===== src/rtl/pattern_pkg.sv =====
// Shared FSM encoding and default widths for the pattern window counter.
// Pure declarations: no latency and no flow control of its own.
package pattern_pkg;

    typedef enum logic [1:0] {
        IDLE   = 2'd0,
        COUNT  = 2'd1,
        REPORT = 2'd2
    } state_t;

    localparam int CNT_W_DEF = 8;
    localparam int WIN_W_DEF = 10;

endpackage


===== src/rtl/sat_counter.sv =====
// Saturating up-counter with a sticky overflow flag; clear has priority over increment.
// One-cycle update latency; no backpressure, an increment at saturation only sets sat_o.
module sat_counter #(
    parameter int W = 8
) (
    input  logic         clk,
    input  logic         reset,
    input  logic         clr_i,
    input  logic         inc_i,
    output logic [W-1:0] value_o,
    output logic         sat_o
);

    localparam logic [W-1:0] MAX = '1;

    logic [W-1:0] value_q, value_d;
    logic         sat_q, sat_d;

    always_comb begin
        value_d = value_q;
        sat_d   = sat_q;
        if (clr_i) begin
            value_d = '0;
            sat_d   = 1'b0;
        end else if (inc_i) begin
            if (value_q == MAX) begin
                sat_d = 1'b1;
            end else begin
                value_d = value_q + W'(1);
            end
        end
    end

    always_ff @(posedge clk or posedge reset) begin
        if (reset) begin
            value_q <= '0;
            sat_q   <= 1'b0;
        end else begin
            value_q <= value_d;
            sat_q   <= sat_d;
        end
    end

    assign value_o = value_q;
    assign sat_o   = sat_q;

endmodule


===== src/rtl/pattern_window_counter.sv =====
// Counts hit pulses over a win_len-cycle window and holds the result until ready_i; optional alarm via PATTERN_WINDOW_ALARM_EN.
// Result valid the cycle after the last window cycle; REPORT stalls on ready_i=0, start ignored until handshake.
module pattern_window_counter
    import pattern_pkg::*;
#(
    parameter int CNT_W = CNT_W_DEF,
    parameter int WIN_W = WIN_W_DEF
) (
    input  logic             clk,
    input  logic             reset,
    input  logic             hit,
    input  logic             start,
    input  logic [WIN_W-1:0] win_len,
    input  logic             ready_i,
`ifdef PATTERN_WINDOW_ALARM_EN
    input  logic [CNT_W-1:0] thresh_i,
    output logic             alarm_o,
`endif
    output logic             busy_o,
    output logic             valid_o,
    output logic [CNT_W-1:0] cnt_o,
    output logic             ovf_o
);

    state_t           state_q;
    logic [WIN_W-1:0] rem_q;
    logic [WIN_W-1:0] win_len_eff;
    logic             start_acc;
    logic [CNT_W-1:0] cnt_val;
    logic             cnt_sat;

    // A zero-length request still opens a one-cycle window.
    assign win_len_eff = (win_len == '0) ? WIN_W'(1) : win_len;
    assign start_acc   = start && ((state_q == IDLE) ||
                                   ((state_q == REPORT) && ready_i));

    always_ff @(posedge clk or posedge reset) begin
        if (reset) begin
            state_q <= IDLE;
            rem_q   <= '0;
        end else begin
            case (state_q)
                IDLE: begin
                    if (start) begin
                        state_q <= COUNT;
                        rem_q   <= win_len_eff;
                    end
                end
                COUNT: begin
                    rem_q <= rem_q - WIN_W'(1);
                    if (rem_q == WIN_W'(1)) begin
                        state_q <= REPORT;
                    end
                end
                REPORT: begin
                    if (ready_i) begin
                        if (start) begin
                            state_q <= COUNT;
                            rem_q   <= win_len_eff;
                        end else begin
                            state_q <= IDLE;
                        end
                    end
                end
                default: state_q <= IDLE;
            endcase
        end
    end

    sat_counter #(
        .W (CNT_W)
    ) u_sat_counter (
        .clk     (clk),
        .reset   (reset),
        .clr_i   (start_acc),
        .inc_i   (hit && (state_q == COUNT)),
        .value_o (cnt_val),
        .sat_o   (cnt_sat)
    );

    assign busy_o  = (state_q == COUNT);
    assign valid_o = (state_q == REPORT);
    assign cnt_o   = valid_o ? cnt_val : '0;
    assign ovf_o   = valid_o && cnt_sat;

`ifdef PATTERN_WINDOW_ALARM_EN
    logic [CNT_W-1:0] thresh_q;

    always_ff @(posedge clk or posedge reset) begin
        if (reset) begin
            thresh_q <= '0;
        end else if (start_acc) begin
            thresh_q <= thresh_i;
        end
    end

    assign alarm_o = valid_o && (cnt_val >= thresh_q);
`endif

endmodule


===== config.mk =====
export PLATFORM = sky130hd
export DESIGN_NAME = pattern_window_counter
export DESIGN_NICKNAME = d
export VERILOG_FILES = /design/src/rtl/pattern_pkg.sv /design/src/rtl/sat_counter.sv /design/src/rtl/pattern_window_counter.sv
export SDC_FILE = /design/constraint.sdc
export NUM_CORES = 1
export LEC_CHECK = 0
export ABC_CLOCK_PERIOD_IN_PS = 2900
export BUFFER_PORTS_ARGS = -buffer_cell sky130_fd_sc_hd__buf_2
export CAP_MARGIN = 20
export CORE_AREA = 2 2 43 75
export CTS_CLUSTER_SIZE = 30
export DETAILED_ROUTE_END_ITERATION = 8
export DIE_AREA = 0 0 45 77
export HOLD_SLACK_MARGIN = 0.08
export PLACE_DENSITY = 0.68
export SYNTH_ARGS = -nofsm -noshare
export SYNTH_HDL_FRONTEND = slang
export SYNTH_HIERARCHICAL = 1
export SYNTH_SLANG_ARGS = --single-unit
export TNS_END_PERCENT = 100

===== constraint.sdc =====
create_clock -name clk -period 2.9 [get_ports clk]
set_input_delay 0.435 -clock clk [delete_from_list [all_inputs] [get_ports clk]]
set_output_delay 0.435 -clock clk [all_outputs]
set_load 0.005 [all_outputs]

==> results.md <==
- Initial antenna violation count: 0
- IO Count: 26
- Vias per cell: 6.151
- Post-CTS setup buffers: 0
- DIE WIDTH: 45 um
- Slew Viols, Final: 0
- PortBufs: 25
- Core area: 0.002863 mm2
- Tcrit/Tclk final: 0.7840
- CP top delay family: simple AND/OR/NAND/NOR gates
- RSZ-0062 raised after global routing: false
- Top-count cell post-synth: dfrtp_1
- Sw frac: 0.4011
- Gpl congestion: 0.8783
- Hold slack: 133.7 ps
- Clk slew on worst S/H paths: 80 ps
- Seq/Total Area, Yosys: 0.3836
- Hold Fails Final Rpt: 0
- Final setup fails: 0
- Post-Route WL: 3125 um
- Post-synthesis cell area: 0.001370 mm2
- NetSw: 0.4808 mW
- CP Cell Sequence: nand2b_1 -> inv_1 -> and2_1 -> nand4_4 -> a211oi_2 -> mux2_4
- CP max-delay cell: dfrtp_1
- Synth Instances: 149
- Mean routed wirelength per cell: 15.70 um
- DR DRC count: 0
- Via Count: 1,224
- Std-Cell Rows: 26
- Starting DRT DRC Count: 46
- GRT Resource Usage Total: 0.1934
- CTS sink cnt: 21
- Combinational share of power: 0.377
- Most area-consuming cells after synthesis: dfrtp_1 (38%), and2_1 (4.6%), nor2_1 (4.1%)
- CTS tree: done
- Clock root buffer: clkbuf_8
- Dominant cell type by area after synthesis: dfrtp_1
- Total negative slack: 0 ps
- Die Height: 77 um
- Status: completed
- Global-route wire length before repair: 5099 um
- Post-synth cell types: 45
- Largest net degree at the start of global routing: 19
- Largest stage delay on the critical path: 390 ps
- MaxCap Viol Count: 0
- VDD IR max: 0.4163 mV
- Diodes inserted: 0
- Cell internal pwr: 0.7179 mW
- Vias in the first global route: 1,178
- Asr flop ratio synth: 1.000
- Overflow left after global routing: 0
- EDFF count, synth: 0
- CTS Buf Count: 3
- DP Wirelength: 2436 um
- Synth Flop Type: dfrtp_1
- Share of layout cells above drive strength 1: 0.2573
- Critical path class: reg -> reg
- Die ar.: 0.003465 mm2
- Clk Latency, worst-skew pair: 260 ps
- HP Class: in -> async
- PD cells: 778.3 mW/mm2
- Number of synthesis warnings: 6
- First-pass iteration count of the detailed router: 4
- Clk pwr share: 0.162
- Post-CTS sizing: 0
- CP required: 3050 ps
- Initial Utilization: 0.4786
- Nets: 190
- Cts-stage hold buffer count: 0
- Remaining antenna violation count: 0
- Number of synthesized register bits: 21
- CP startpoint kind: flop
- Synth Net Count: 167
- Static Leak: 0.7136 nW
- Crit path arrival time: 2420 ps
- Clock buffer depth: 2
- Syn avg cell area: 9.195 um2
- Layout area overhead: 12.42%
- Yosys top cell area share: 0.3836
- Crit. End Element: flop
- Maximum clock rate: 0.4399 GHz
- Worst-Margin Slew: 556.6 ps
- Fin crit period: 2273 ps
- Sequential Power Share: 0.462
- Relative slew slack: 0.6272
- Commonest cells post-synth: dfrtp_1 (21), nor2_1 (15), and2_1 (10), inv_1 (10), nor3_1 (9)
- CP Buf/Inv Count: 1
- Worst Clk Skew: 1.110 ps
- Worst-path fanout max: 12
- H-tree level count: 1
-- routing by layer --
metal / vias up / GRT usage / share of wire
met5: - / 0 / 0
met4: 0 / 0.07647 / 0.019
met3: 7 / 0.02588 / 0.041
met2: 46 / 0.3500 / 0.56
met1: 591 / 0.2114 / 0.38
li1: 580 / - / -
-- metrics by stage --
stage / area [um2] / utilization / cells / worst slack, ps / power [mW]
floorplan: 1370 / - / 149 / 974.2 / 0.8808
global placement: 1495 / 0.5223 / 195 / 773.6 / 0.9898
detailed placement: 1495 / 0.5223 / 195 / 664.5 / 1.005
CTS: 1540 / 0.5380 / 199 / 643.2 / 1.200
global route: 1540 / 0.5380 / 199 / 487.1 / 1.276
finish: 1540 / 0.5380 / 199 / 626.5 / 1.199
-- placed cells by master, fill, tap and decap left out, types with 2 or more instances in the layout --
cell,instances
nand4_1,2
buf_2,25
a31oi_1,3
o21bai_1,2
o21ai_0,6
inv_1,10
nor3_1,9
dfrtp_1,21
a211oi_1,3
nor2b_1,4
nor2_1,15
o221a_2,3
clkbuf_8,3
nand3_1,4
mux2_4,3
a21oi_1,6
ha_1,3
nand2b_1,5
nand2_1,5
mux2i_1,3
nor4_1,3
and2_1,10
-- power by group through the flow --
stage | Sequential, mW | Clock [mW] | Combinational (mW)
2_1_floorplan | 0.513 | 0 | 0.368
3_3_place_gp | 0.553 | 0 | 0.437
3_5_place_dp | 0.555 | 0 | 0.449
4_1_cts | 0.550 | 0.198 | 0.451
5_1_grt | 0.569 | 0.208 | 0.499
6_report | 0.553 | 0.194 | 0.451
-- final timing paths --
path | from | endpoint | slack [ps] | cells after the start
min in group clk | win_len[6] | rem_q[6] | 420 | 3
max in group asynchronous | reset | state_q[0] | 2410 | 2
min reg2reg | rem_q[9] | rem_q[9] | 480 | 1
min | reset | u_sat_counter/value_o[4] | 130 | 2
max | state_q[1] | u_sat_counter/value_o[5] | 630 | 6
max reg2reg | state_q[1] | u_sat_counter/value_o[5] | 630 | 6
-- worst register-to-register path: cells and delay by family (launching register included) --
kind            cells  cell delay, ps
simple gates        3             840
buf+inv             1             370
compound gates      1             260
flops               1             390
mux                 1             310
-- cell type report --
type | instances | area, um2
clock buffers | 4 | 45.04
well taps | 28 | 35.03
flip-flops and latches | 21 | 525.5
multi-input cells | 111 | 772.0
inverters | 10 | 37.54
fillers | 272 | 1323
repair buffers | 25 | 125.1
-- kinds of logic after synthesis --
family	share of synthesized area
buffers and inverters	0.05297
AO/OA/AOI/OAI	0.1845
flip-flops	0.3836
adder cells (fa/ha/maj)	0.02740
multiplexers	0.05479
AND/OR/NAND/NOR	0.2968
-- state kept, by name (all words and copies together) (netlist names) --
signal	cells
u_sat_counter/sat_o	1
state_q	2
u_sat_counter/value_o	8
rem_q	10
No activity file was read; power rests on OpenSTA's default activity.
